--- src/rtl/btn_cmd_conditioner.sv ---
// btn_cmd_conditioner
// Turns raw, bouncy, asynchronous push-buttons into clean debounced levels,
// single-cycle press/release strobes and a priority-arbitrated one-hot
// command strobe (bit 0 wins). Presses that lose arbitration are not queued;
// they only raise cmd_dropped for that cycle.
module btn_cmd_conditioner #(
    parameter int NUM_BTN         = 4,
    parameter int DEBOUNCE_CYCLES = 500000,
    parameter int CNT_W           = 20
) (
    input  logic               clk,
    input  logic               rst,
    input  logic [NUM_BTN-1:0] btn_raw,
    output logic [NUM_BTN-1:0] btn_level,
    output logic [NUM_BTN-1:0] btn_press,
    output logic [NUM_BTN-1:0] btn_release,
    output logic [NUM_BTN-1:0] cmd_onehot,
    output logic               cmd_dropped
);

    localparam logic [CNT_W-1:0] CNT_LAST = CNT_W'(DEBOUNCE_CYCLES - 1);
    localparam bit CFG_OK = (DEBOUNCE_CYCLES >= 2) &&
                            ((CNT_W >= 32) || ((64'd1 << CNT_W) > 64'(DEBOUNCE_CYCLES)));

    logic [NUM_BTN-1:0] sync1_q, sync1_d;
    logic [NUM_BTN-1:0] sync2_q, sync2_d;
    logic [CNT_W-1:0]   cnt_q [NUM_BTN];
    logic [CNT_W-1:0]   cnt_d [NUM_BTN];
    logic [NUM_BTN-1:0] level_q, level_d;
    logic [NUM_BTN-1:0] press_q, press_d;
    logic [NUM_BTN-1:0] release_q, release_d;
    logic [NUM_BTN-1:0] cmd_q, cmd_d;
    logic               dropped_q, dropped_d;

    // Next-state: synchronizer, per-bit debounce, edge detect and arbitration.
    // Edges and arbitration are taken from level_d so that press, release and
    // cmd all register on the same edge as the level change.
    always_comb begin
        sync1_d = btn_raw;
        sync2_d = sync1_q;
        level_d = level_q;
        for (int unsigned i = 0; i < NUM_BTN; i++) begin
            cnt_d[i] = '0;
            if (sync2_q[i] != level_q[i]) begin
                if (cnt_q[i] == CNT_LAST) begin
                    level_d[i] = sync2_q[i];
                end else begin
                    cnt_d[i] = cnt_q[i] + CNT_W'(1);
                end
            end
        end
        press_d   = level_d & ~level_q;
        release_d = ~level_d & level_q;
        cmd_d     = press_d & (~press_d + NUM_BTN'(1));
        dropped_d = (press_d & (press_d - NUM_BTN'(1))) != '0;
    end

    // State registers; async reset clears everything including counters.
    always_ff @(posedge clk or posedge rst) begin
        if (rst) begin
            sync1_q   <= '0;
            sync2_q   <= '0;
            for (int unsigned i = 0; i < NUM_BTN; i++) begin
                cnt_q[i] <= '0;
            end
            level_q   <= '0;
            press_q   <= '0;
            release_q <= '0;
            cmd_q     <= '0;
            dropped_q <= 1'b0;
        end else begin
            sync1_q   <= sync1_d;
            sync2_q   <= sync2_d;
            for (int unsigned i = 0; i < NUM_BTN; i++) begin
                cnt_q[i] <= cnt_d[i];
            end
            level_q   <= level_d;
            press_q   <= press_d;
            release_q <= release_d;
            cmd_q     <= cmd_d;
            dropped_q <= dropped_d;
        end
    end

    // Configuration check: debounce window must be >= 2 and fit the counter.
    always_ff @(posedge clk) begin
        if (!rst) begin
            cfg_check: assert (CFG_OK)
                else $error("btn_cmd_conditioner: illegal DEBOUNCE_CYCLES/CNT_W");
        end
    end

    assign btn_level   = level_q;
    assign btn_press   = press_q;
    assign btn_release = release_q;
    assign cmd_onehot  = cmd_q;
    assign cmd_dropped = dropped_q;

endmodule

--- config.mk ---
export PLATFORM = sky130hd
export DESIGN_NAME = btn_cmd_conditioner
export DESIGN_NICKNAME = d
export VERILOG_FILES = /design/src/rtl/btn_cmd_conditioner.sv
export SDC_FILE = /design/constraint.sdc
export NUM_CORES = 1
export LEC_CHECK = 0
export ABC_CLOCK_PERIOD_IN_PS = 8700
export CORE_ASPECT_RATIO = 0.7
export CORE_MARGIN = 5
export CORE_UTILIZATION = 50
export CTS_BUF_LIST = sky130_fd_sc_hd__clkbuf_2
export CTS_CLUSTER_DIAMETER = 40
export DETAILED_ROUTE_END_ITERATION = 10
export PLACE_DENSITY = 0.75
export SETUP_SLACK_MARGIN = 0.1
export SLEW_MARGIN = 30
export SYNTH_ARGS = -nofsm -noshare
export SYNTH_HDL_FRONTEND = slang
export SYNTH_SLANG_ARGS = --single-unit
--- constraint.sdc ---
create_clock -name clk -period 8.7 [get_ports clk]
set_clock_uncertainty 0.15 [all_clocks]
set_input_delay 1.74 -clock clk [delete_from_list [all_inputs] [get_ports clk]]
set_output_delay 1.74 -clock clk [all_outputs]
set_load 0.05 [all_outputs]
# Word-level counts from Yosys, hierarchy flattened
# Cells that the tools add are included.
# Widths: inputs -> output; s select.
dict set report totals {
  in_bits 6
  regBits 105
  output_inout_bits 17
}
dict set report classes {
  bitwise_logic 7
  n_eq_ne 8
  reduce_logical 1
  mux 16
  add_sub_neg 6
}
# op count
set ops {}
lappend ops {{$mux 20} 8}
lappend ops {{$add 20x1->20 const B} 4}
lappend ops {{$eq 20x19->1 const B} 4}
lappend ops {{$and 4x4->4} 4}
lappend ops {{$not 4->4} 3}
lappend ops {{$mux 1} 8}
lappend ops {{$add 4x1->4 const B} 1}
lappend ops {{$ne 1x1->1} 4}
lappend ops {{$reduce_bool 4->1} 1}
lappend ops {{$sub 4x1->4 const B} 1}

# Logic depth before layout (Yosys ltp)
dict set report depth {
  word_depth 7
  mapped_depth 8
  mapped_depth_nobuf 6
}

# Worst setup path before layout
# No wires, ideal clock.
dict set report synth_path {
  path_type {flip-flop to output port}
  startpoint {register cmd_q[0] (netlist: cmd_onehot[0])}
  endpoint {output cmd_onehot[0]}
  path_stages_with_launch 2
  required_ns 6.810
  path_slack_ns 5.924
  arrival_ns 0.886
  path_cell_list {dfrtp_1 buf_4}
}
# element line_no
set synth_rtl {}
lappend synth_rtl {{start: declaration} 32} ;# logic [NUM_BTN-1:0] cmd_q, cmd_d;
lappend synth_rtl {{start signal: assignment} 80} ;# cmd_q <= cmd_d;
lappend synth_rtl {{end: declaration} 17} ;# output logic [NUM_BTN-1:0] cmd_onehot,
# No word-level cell between the ends.

# Worst setup path after layout
dict set report layout_path {
  startpoint {register level_q[0] (netlist: btn_level[0])}
  endpoint {output btn_level[0]}
}
# element line_no
set layout_rtl {}
lappend layout_rtl {{start: declaration} 29} ;# logic [NUM_BTN-1:0] level_q, level_d;
lappend layout_rtl {{start signal: assignment} 77} ;# level_q <= level_d;
lappend layout_rtl {{end: declaration} 14} ;# output logic [NUM_BTN-1:0] btn_level,
# No word-level cell between the ends.

==> run summary <==
outcome - complete, no violations
RD Place Congestion - 0.7941
Register Area - 0.002603 sq mm
setup violators final - 0
Yosys reg bits - 104
CTS resizes - 0
worst endpoint required time - 6810 ps
Clk Tree Root Cell - clkbuf_2
GR Overflow Total - 0
Synth Net Count - 460
Core Util, Final - 0.5619
top_reg_cell synth - dfrtp_1
Max clock buf depth - 2
worst reg2reg path depth - 5
TritonCTS clock tree - built
Worst setup startpoint - btn_level[0]
Lkg Pwr - 0.002241 uW
CTS Sinks - 104
global-route wire length before repair - 14670 um
die width - 126.5 um
Die ar. - 0.01158 sq mm
Slew headroom - 0.4844
WP data arrival - 1930 ps
FF-to-FF setup slack - 6320 ps
RSZ-0062 raised after global routing - false
aggregate routed wire length - 8308 um
TritonRoute pass-1 iters - 4
Setup TNS - 0 ps
Yosys warning total - 0
critical path type - flip-flop to output port
# port buffers - 22
sequential area share after synthesis - 0.5478
post-route ant nets - 0
Peak VDD IR - 84.24 uV
most frequent cell after synthesis - dfrtp_1
syn avg cell area - 10.56 sq um
Yosys top cell area share - 0.5478
Critical Path, Cell by Cell - clkdlybuf4s50_1
wire per inst - 13.78 um
Tightest Hold Check Type - flip-flop to flip-flop
DP Wirelength - 5832 um
core area - 0.009180 sq mm
worst slew pin tran - 767.5 ps
number of setup buffers added after CTS - 0
Post-synth EDFFs - 0
gr usage total - 0.1536
RR Endpoint - cnt_q[44]
R2R Path Start - cnt_q[46]
Layout area overhead - 8.586%
later-pin clock latency in the skew report - 590 ps
initial antenna violation count - 0
Power Density - 140.6 mW/mm^2
post-synthesis cell type count - 44
max-cap violation count - 0
Chip Height - 91.56 um
vias in the first global route - 3165
crit path max-delay cell type - clkdlybuf4s50_1
Critical Path End Type - output port
vias - 3142
# hold bufs at CTS - 0
fraction of layout cells with a size suffix above 1 - 0.07516
FP Rows - 29
Synth Instances - 450
Max Freq - 0.2617 GHz
Worst-path clk slew - 250 ps
1st-iter DRT viols - 178
Setup crit end - btn_level[0]
vias per inst - 5.211
filler instances - 806
Slew Limit Fails - 0
Fin. Hold Viols - 0
ranking of synthesized cells by area - dfrtp_1, xor2_1, nor2_1, xnor2_1, nand3_1
H-tree lvl count - 3
pin count of the biggest net entering global routing - 79
Worst Path Buf+Inv - 1
starting density of the core - 0.5175
# diodes - 0
synth cell count leaders - dfrtp_1, nor2_1, xor2_1, xnor2_1, nand2_1
NumNets Final - 484
area leader, netlist - dfrtp_1
minimum clock period - 3821 ps
CP top delay family - buffers and inverters
Worst Path Max Fanout - 6
Inserted Clock Buffers - 9
io pins - 23
Synth async-reset ratio - 1.000
crit-path max cell delay - 850 ps
area of the mapped netlist - 0.004751 sq mm
area of the multi-input gates - 0.002033 sq mm
DRC - 0
final worst-path cycle share - 0.4392
type of origin of the critical path - flip-flop
CP Depth - 1
==> worst min-delay path by stage <==
stage	end	depth (start not counted)	startpoint	slack, ps
4_1_cts	sync2_q[0]	0	sync1_q[0]	230
5_1_grt	sync2_q[3]	0	sync1_q[3]	200
3_3_place_gp	sync2_q[2]	0	sync1_q[2]	180
2_1_floorplan	sync2_q[0]	0	sync1_q[0]	180
6_report	sync2_q[0]	0	sync1_q[0]	210
3_5_place_dp	sync2_q[0]	0	sync1_q[0]	190
==> registers in the layout, indices dropped and copies added, names as in the netlist <==
name / cells
cnt_q: 80
btn_level: 4
btn_release: 4
cmd_onehot: 4
sync1_q: 4
sync2_q: 4
btn_press: 3
cmd_dropped: 1
==> final cells by class <==
| type | instances | area share |
|---|---|---|
| Inverter | 11 | 0.008489 |
| Tap cell | 124 | 0.03008 |
| Sequential cell | 104 | 0.5045 |
| Multi-Input combinational cell | 325 | 0.3941 |
| Clock buffer | 10 | 0.009702 |
| Clock inverter | 6 | 0.008246 |
| Timing Repair Buffer | 23 | 0.04487 |
==> power by group <==
group	total, uW	leakage [uW]	switching, uW	internal (uW)
Clock	200	0.0000603	160	40.1
Sequential	497	0.00142	6.18	491
Combinational	28.0	0.000756	19.8	8.24
==> through the flow <==
| stage | power [uW] | instances | worst slack [ps] | hold WS [ps] | area (sq um) |
|---|---|---|---|---|---|
| after global placement | 532.7 | 587 | 5137 | 184.9 | 5062 |
| after CTS | 735.2 | 603 | 4826 | 226.0 | 5155 |
| final | 725.3 | 603 | 4879 | 213.4 | 5159 |
| after global routing | 763.8 | 603 | 4744 | 201.8 | 5159 |
| after floorplan | 526.1 | 450 | 4078 | 181.2 | 4751 |
| after detailed placement | 534.3 | 587 | 5099 | 187.0 | 5062 |
==> routing by layer <==
layer,share of wire,GRT usage,wire [um],up-vias
met3,0.032,0.04751,268,10
met2,0.46,0.2381,3790,34
li1,-,-,-,1561
met1,0.50,0.2099,4143,1537
met5,0,0,0,-
met4,0.013,0.04375,105,0
==> logic make-up (layout without fill, tap and decap cells) <==
kind of cell               after synthesis  after routing  share of synthesized area
DFF                                    104            104                     0.5478
adders and majority gates                4              4                    0.01054
muxes                                    3              3                   0.007110
buffers and inverters                   21             50                    0.02423
AOI/OAI and AO/OA                        6              6                   0.007900
and+or+nand+nor                        237            237                     0.2642
xor gates and xnor gates                75             75                     0.1383
==> cells in the final DEF (no fill, tap or decap), types with 3 or more instances in the layout <==
cell type        Yosys  routed
ha_1                 4       4
nor4_1               5       5
nor3_1               7       7
nand4_1             16      16
nor2_1              93      93
nand2b_1             3       3
dfrtp_1            104     104
inv_1               11      10
and4_1               8       8
and2_1               3       3
mux2_2               3       3
clkdlybuf4s50_1      0      22
nor4b_1              5       5
nand2_1             30      30
clkbuf_2             1      10
xor2_1              41      41
and3_1              14      14
nand3_1             28      28
xnor2_1             34      34
Power figures use the tool's default switching activity.
